===== src/rtl/uart_rx_buffer.sv =====
// 8N1 UART receiver feeding a first-word-fall-through byte FIFO.
// Framing errors and overruns are reported through sticky flags.
module uart_rx_buffer #(
  parameter int CLOCK_FREQ  = 50000000,
  parameter int BIT_RATE    = 115200,
  parameter int BUFFER_SIZE = 16
) (
  input  logic                         clk,
  input  logic                         reset,
  input  logic                         rx,
  input  logic                         rd_en,
  output logic [7:0]                   rd_data,
  output logic                         empty,
  output logic                         full,
  output logic [$clog2(BUFFER_SIZE):0] count,
  output logic                         frame_err,
  output logic                         overrun,
  input  logic                         clr_err
);

  localparam int CPB = CLOCK_FREQ / BIT_RATE;
  localparam int CW  = $clog2(CPB);
  localparam int AW  = $clog2(BUFFER_SIZE);

  localparam logic [CW-1:0] HALF = CW'(CPB / 2 - 1);
  localparam logic [CW-1:0] LAST = CW'(CPB - 1);

  localparam logic [2:0] IDLE      = 3'd0;
  localparam logic [2:0] START     = 3'd1;
  localparam logic [2:0] DATA      = 3'd2;
  localparam logic [2:0] STOP      = 3'd3;
  localparam logic [2:0] WAIT_HIGH = 3'd4;

  logic          rx_meta;
  logic          rxs;
  logic [2:0]    state;
  logic [CW-1:0] cnt;
  logic [2:0]    bit_idx;
  logic [7:0]    shift;

  logic [7:0]    mem [BUFFER_SIZE];
  logic [AW-1:0] wr_ptr;
  logic [AW-1:0] rd_ptr;

  logic stop_tick;
  logic push_req;
  logic frame_set;
  logic ovr_set;
  logic do_push;
  logic do_pop;

  always_ff @(posedge clk or negedge reset) begin
    if (!reset) begin
      rx_meta <= 1'b1;
      rxs     <= 1'b1;
    end else begin
      rx_meta <= rx;
      rxs     <= rx_meta;
    end
  end

  always_ff @(posedge clk or negedge reset) begin
    if (!reset) begin
      state   <= IDLE;
      cnt     <= '0;
      bit_idx <= '0;
      shift   <= '0;
    end else begin
      case (state)
        IDLE: begin
          cnt     <= '0;
          bit_idx <= '0;
          if (!rxs) state <= START;
        end
        START: begin
          if (cnt == HALF) begin
            cnt   <= '0;
            state <= rxs ? IDLE : DATA;
          end else begin
            cnt <= cnt + 1'b1;
          end
        end
        DATA: begin
          if (cnt == LAST) begin
            cnt            <= '0;
            shift[bit_idx] <= rxs;
            bit_idx        <= bit_idx + 1'b1;
            if (bit_idx == 3'd7) state <= STOP;
          end else begin
            cnt <= cnt + 1'b1;
          end
        end
        STOP: begin
          if (cnt == LAST) begin
            cnt   <= '0;
            state <= rxs ? IDLE : WAIT_HIGH;
          end else begin
            cnt <= cnt + 1'b1;
          end
        end
        WAIT_HIGH: begin
          cnt <= '0;
          if (rxs) state <= IDLE;
        end
        default: state <= IDLE;
      endcase
    end
  end

  assign stop_tick = (state == STOP) && (cnt == LAST);
  assign push_req  = stop_tick && rxs;
  assign frame_set = stop_tick && !rxs;

  // A full FIFO still accepts the byte if a pop frees a slot this cycle.
  assign do_pop  = rd_en && !empty;
  assign do_push = push_req && (!full || do_pop);
  assign ovr_set = push_req && full && !rd_en;

  always_ff @(posedge clk) begin
    if (do_push) mem[wr_ptr] <= shift;
  end

  always_ff @(posedge clk or negedge reset) begin
    if (!reset) begin
      wr_ptr <= '0;
      rd_ptr <= '0;
      count  <= '0;
    end else begin
      if (do_push) wr_ptr <= wr_ptr + 1'b1;
      if (do_pop)  rd_ptr <= rd_ptr + 1'b1;
      case ({do_push, do_pop})
        2'b10:   count <= count + 1'b1;
        2'b01:   count <= count - 1'b1;
        default: count <= count;
      endcase
    end
  end

  always_ff @(posedge clk or negedge reset) begin
    if (!reset) begin
      frame_err <= 1'b0;
      overrun   <= 1'b0;
    end else begin
      if (frame_set)    frame_err <= 1'b1;
      else if (clr_err) frame_err <= 1'b0;
      if (ovr_set)      overrun   <= 1'b1;
      else if (clr_err) overrun   <= 1'b0;
    end
  end

  assign empty   = (count == '0);
  assign full    = (count == (AW + 1)'(BUFFER_SIZE));
  assign rd_data = empty ? 8'h00 : mem[rd_ptr];

endmodule


===== config.mk =====
export PLATFORM = sky130hd
export DESIGN_NAME = uart_rx_buffer
export DESIGN_NICKNAME = d
export VERILOG_FILES = /design/src/rtl/uart_rx_buffer.sv
export SDC_FILE = /design/constraint.sdc
export NUM_CORES = 1
export LEC_CHECK = 0
export ABC_AREA = 1
export ABC_CLOCK_PERIOD_IN_PS = 3000
export CORE_UTILIZATION = 51
export CTS_CLUSTER_DIAMETER = 200
export CTS_CLUSTER_SIZE = 20
export DETAILED_ROUTE_END_ITERATION = 10
export GPL_ROUTABILITY_DRIVEN = 0
export PLACE_DENSITY = 0.74
export SYNTH_ARGS = -nofsm -noshare
export SYNTH_HDL_FRONTEND = slang
export SYNTH_SLANG_ARGS = --single-unit

===== constraint.sdc =====
create_clock -name clk -period 3 [get_ports clk]
set_clock_uncertainty 0.05 [all_clocks]
set_input_delay 0.6 -clock clk [delete_from_list [all_inputs] [get_ports clk]]
set_output_delay 0.6 -clock clk [all_outputs]
set_load 0.1 [all_outputs]

# Word level (Yosys, flattened, before mapping)
# Memories as Yosys holds them, arrays and structs flattened.
# Cells that the tools add are included.
[word_totals]
register_bits = 40
n_memories = 1
mem_bits_ro = 0
out_inout_bits = 17
latch_bits = 0
word_cells = 85
ram_bits = 128
[memory_table]
columns = ["memory", "depth", "word_bits", "rd", "rd_ports_with_merged_regs", "write_ports", "line_no", "rtl"]
rows = [
  ["mem", 16, 8, 1, 0, 1, "41", "logic [7:0] mem [BUFFER_SIZE];"],
]
[classes]
shifts = 0
n_div = 0
n_reduce_logical = 25
n_bitwise = 0
order_cmp = 2
eq_ne = 16
n_mux = 24
n_addsub = 6
mul = 0
[ops]
columns = ["op", "count"]
rows = [
  ["case mux 9 bit (3 select lines)", 1],
  ["2-to-1 mux 3 bit", 8],
  ["2-to-1 mux 9 bit", 2],
  ["case mux 3 bit (5 select lines)", 1],
  ["!= test 2 bit (second input constant)", 6],
  ["case mux 5 bit (2 select lines)", 1],
  ["adder 9 x 1 -> 9 bit (second input constant)", 1],
  ["== test 9 x 8 -> 1 bit (second input constant)", 1],
  ["== test 9 bit (second input constant)", 1],
  ["adder 4 x 1 -> 4 bit (second input constant)", 2],
  ["bitwise mux 8 bit", 1],
  ["logical AND 1 bit", 8],
  ["2-to-1 mux 8 bit", 1],
  ["nonzero test 2 bit", 4],
  ["== test 3 x 2 -> 1 bit (second input constant)", 2],
  ["== test 3 bit (second input constant)", 2],
  ["2-to-1 mux 1 bit", 6],
  ["case mux 3 bit (2 select lines)", 1],
  ["AND reduction 6 bit", 1],
  ["adder 5 x 1 -> 5 bit (second input constant)", 1],
  ["== test 5 bit (second input constant)", 1],
  ["logical NOT 5 bit", 1],
  ["subtractor 5 x 1 -> 5 bit (second input constant)", 1],
  ["logical NOT 1 bit", 4],
  ["13 further kinds", 15],
]

# Depth between registers and ports, before layout
[logic_depth]
depth_word = 7
depth_mapped = 18
mapped_depth_nobuf = 18

# Worst setup path before layout
# OpenSTA, ideal clock, no wires.
[synth_path]
path_type = "register to output"
start = "reg count[0]"
end = "out rd_data[0]"
arrival_ps = 3787
t_required_ps = 2350
path_stages_with_launch = 5
path_slack_ps = -1437
path_cell_list = "dfrtp_1 > nor2_1 > nand3_1 > clkinv_1 > a21oi_1"
[synth_via]
elab_chain_cells = 2
[synth_lines]
columns = ["item", "line_no", "rtl"]
rows = [
  ["from (decl)", "15", "output logic [$clog2(BUFFER_SIZE):0] count,"],
  ["from (signal assigned)", "132", "2'b10: count <= count + 1'b1;"],
  ["from (signal assigned)", "133", "2'b01: count <= count - 1'b1;"],
  ["from (signal assigned)", "134", "default: count <= count;"],
  ["logical NOT 5 bit", "151", "assign empty = (count == '0);"],
  ["net empty", "13", "output logic empty,"],
  ["2-to-1 mux 8 bit", "153", "assign rd_data = empty ? 8'h00 : mem[rd_ptr];"],
  ["to (decl)", "12", "output logic [7:0] rd_data,"],
]
# The timed path passes the listed nets, and every way through them passes these cells.

# Worst setup path after layout
[layout_path]
start = "reg rd_ptr[2]"
end = "out rd_data[2]"
[layout_via]
elab_chain_cells = 2
[layout_lines]
columns = ["item", "line_no", "rtl"]
rows = [
  ["from (decl)", "43", "logic [AW-1:0] rd_ptr;"],
  ["from (signal assigned)", "130", "if (do_pop) rd_ptr <= rd_ptr + 1'b1;"],
  ["memory read (16 x 8 bit)", "--", ""],
  ["2-to-1 mux 8 bit", "153", ""],
]
# Every way passes these cells.

==> reports/results.md <==
| Parameter | Reported | Unit |
| --- | --- | --- |
| Skew-Pair Late Insertion Delay | 0.42 | ns |
| Layout filler cell count | 1032 | - |
| Ports | 22 | - |
| CP max stage cell | clkinv_1 | - |
| Drt total wl | 15.8 | mm |
| Number of standard cells after synthesis | 624 | - |
| Count of hold-fix buffers inserted at cts | 0 | - |
| Worst slew margin | 39.6 | % |
| Portion of synthesized cell area occupied by the leading cell type | 53.5 | % |
| Min setup slack post-route | 0.0870 | ns |
| Kind of end point of the critical path | output pin | - |
| Flip-flop and latch count after synthesis | 168 | - |
| Distinct cells, synth | 33 | - |
| Layout cells sized above 1 | 16.6 | % |
| All-layer global routing usage | 23.7 | % |
| Crit path required time | 2.35 | ns |
| Worst hold slack | 0.256 | ns |
| Starting utilization of the core area | 52.0 | % |
| Finished Core Util | 61.5 | % |
| P_leak | 3.47 | nW |
| Number of buffers created by CTS | 17 | - |
| Final std cell area, no fill | 8500 | sq um |
| Antenna cells | 0 | - |
| Overall via count from detail_route | 5007 | - |
| Vias in the first global route | 4918 | - |
| Width of the die | 121 | um |
| Number of antenna violations at the first check in global routing | 0 | - |
| Instance area after placement | 7880 | sq um |
| Peak fanout along the critical path | 17 | - |
| Number of nets in the final layout | 685 | - |
| Proportion of synthesized chip area in sequential cells | 67.4 | % |
| Total of buffers placed on input and output ports | 21 | - |
| Placed wire-length estimate | 10.1 | mm |
| Data arrival time of the critical path | 2.26 | ns |
| Final hold vios | 0 | - |
| Clock transition at the registers of the reported paths | 0.06 | ns |
| Post-route total power | 8.66 | mW |
| Synthesis warning total | 0 | - |
| Average cell area after synthesis | 11.5 | sq um |
| Register area | 4850 | sq um |
| Start-to-end type of the worst setup path | reg2out | - |
| Slew @ Worst Pin | 0.905 | ns |
| Setup-failing EPs final | 0 | - |
| Die area | 14600 | sq um |
| Post-Synthesis Cell Area | 7190 | sq um |
| Max clock buf depth | 2 | - |
| 1st-iter DRT viols | 580 | - |
| Maximum number of pins on one net before global-route repair | 41 | - |
| Final non-filler cell total | 861 | - |
| TNS Setup | 0 | ns |
| Number of standard-cell rows in the floorplan | 43 | - |
| Peak Freq | 343 | MHz |
| Min Tclk post-route | 2.91 | ns |
| Period utilisation layout | 97.1 | % |
| Area overhead of the layout relative to synthesis | 18.2 | % |
| Maximum level of the CTS H-tree | 4 | - |
| Final routed wire length divided by cell count | 18.3 | um |
| Worst-path cell chain | clkinv_1, o221ai_1, nand3_1, a21oi_4, buf_12 | - |
| Maximum cell stage delay along the critical path | 0.56 | ns |
| Max-capacitance violation count | 0 | - |
| Vias per std cell | 5.82 | - |
| GRT Residual Overflow | 0 | - |
| Pre-antenna DRT Iters | 5 | - |
| Peak ir drop on the vdd network | 1.06 | mV |
| Place WS | 0.480 | ns |
| Clock tree sinks | 168 | - |
| Nets in the synthesized netlist | 641 | - |
| Height of the chip | 121 | um |
| Number of placed instances, taps included | 826 | - |
| Clock tree from TritonCTS | yes | - |
| Most area-consuming cells after synthesis | edfxtp_1 (53%), dfrtp_1 (13%), o21ai_0 (6.1%) | - |
| Pwr per Cell Area | 1020 | nW/um^2 |
| Max-slew violation count | 0 | - |
| First-pass GRT wire length | 25.5 | mm |
| Outcome | finished, final reports clean | - |
| Placeable core region | 13800 | sq um |
| Multi-input logic area | 2160 | sq um |
| Worst min-delay path category | in2async | - |
| ANT nets after route | 0 | - |
| Root cell of the clock tree | clkbuf_16 | - |
| Cell accounting for the most synthesized area | edfxtp_1 | - |
| DRC violations left | 0 | - |
| Crit path launch type | register | - |
==> worst paths after layout <==
check	start	to	slack (ns)	cells after the start
max in group asynchronous	reset	rd_ptr[0]	2.03	1
worst max-delay path	rd_ptr[2]	rd_data[2]	0.09	5
worst max register to register	count[1]	count[4]	0.73	14
min in group clk	rx_meta	rxs	0.31	0
worst min register to register	rx_meta	rxs	0.31	0
worst min-delay path	reset	count[1]	0.26	1
==> synth_stat cells (all sizes together) <==
| cell type | number |
|---|---|
| buf | 8 |
| dfrtp | 38 |
| o21ai | 87 |
| xnor2 | 1 |
| o2111ai | 1 |
| nand3 | 41 |
| nor2 | 112 |
| edfxtp | 128 |
| nor3 | 5 |
| dfstp | 2 |
| o22ai | 7 |
| and3 | 1 |
| ha | 12 |
| xor2 | 9 |
| a22o | 1 |
| o32ai | 1 |
| a21oi | 17 |
| clkinv | 2 |
| a211oi | 1 |
| inv | 42 |
| clkbuf | 17 |
| nand4 | 5 |
| nand2 | 59 |
| nor3b | 1 |
| o221ai | 26 |
==> sequential cells by signal, indices dropped and copies added, names as in the netlist <==
name,count
rd_ptr,4
rx_meta,1
count,5
cnt,9
overrun,1
wr_ptr,4
shift,8
rxs,1
mem,128
state,3
bit_idx,3
frame_err,1
==> cells in the final DEF, fill, tap and decap left out, types with 12 or more instances in the layout <==
master     count
nand2_1       52
nand3_1       40
inv_1         39
buf_4         34
edfxtp_1     128
dfrtp_1       32
clkbuf_16     17
ha_1          12
nor2_1       105
o221ai_1      26
o21ai_0       86
==> worst max-delay path: cells and delay by family, from the launching register on <==
kind / cells / cell delay, ns
buffers and inverters: 2 / 0.77
DFF: 1 / 0.35
AOI/OAI and AO/OA: 2 / 0.53
and+or+nand+nor: 1 / 0.20
==> layout make-up <==
type                    instances  share of cell area [%]
flip-flops and latches        168                    57.1
multi-input cells             387                    25.4
repair buffers                 50                    5.93
clock buffers                  21                    5.42
well taps                     180                    2.65
inverters                      44                    1.96
clock inverters                11                    1.46
==> report_power, final <==
group | internal, mW | switching [mW]
Clock | 1.27 | 0.850
Combinational | 1.26 | 2.63
Sequential | 2.55 | 0.103
==> repair_timing <==
item                                    CTS  global route
endpoints found under the setup margin    0             6
setup buffers                             0             3
gates resized for setup                   0             4
==> kinds of logic after synthesis <==
family,share of synthesized area (%)
AND/OR/NAND/NOR,13.8
flip-flops,67.4
AO/OA/AOI/OAI,11.7
buffers and inverters,3.74
adder cells (fa/ha/maj),2.09
XOR/XNOR,1.22
==> per-layer routing <==
layer / wire length [um] / vias up / global-route usage (%)
li1: - / 2326 / -
met5: 0 / - / 0
met3: 1220 / 22 / 5.57
met1: 6440 / 2443 / 30.8
met2: 7870 / 216 / 39.0
met4: 236 / 0 / 8.33
No activity file was read; power rests on OpenSTA's default activity.
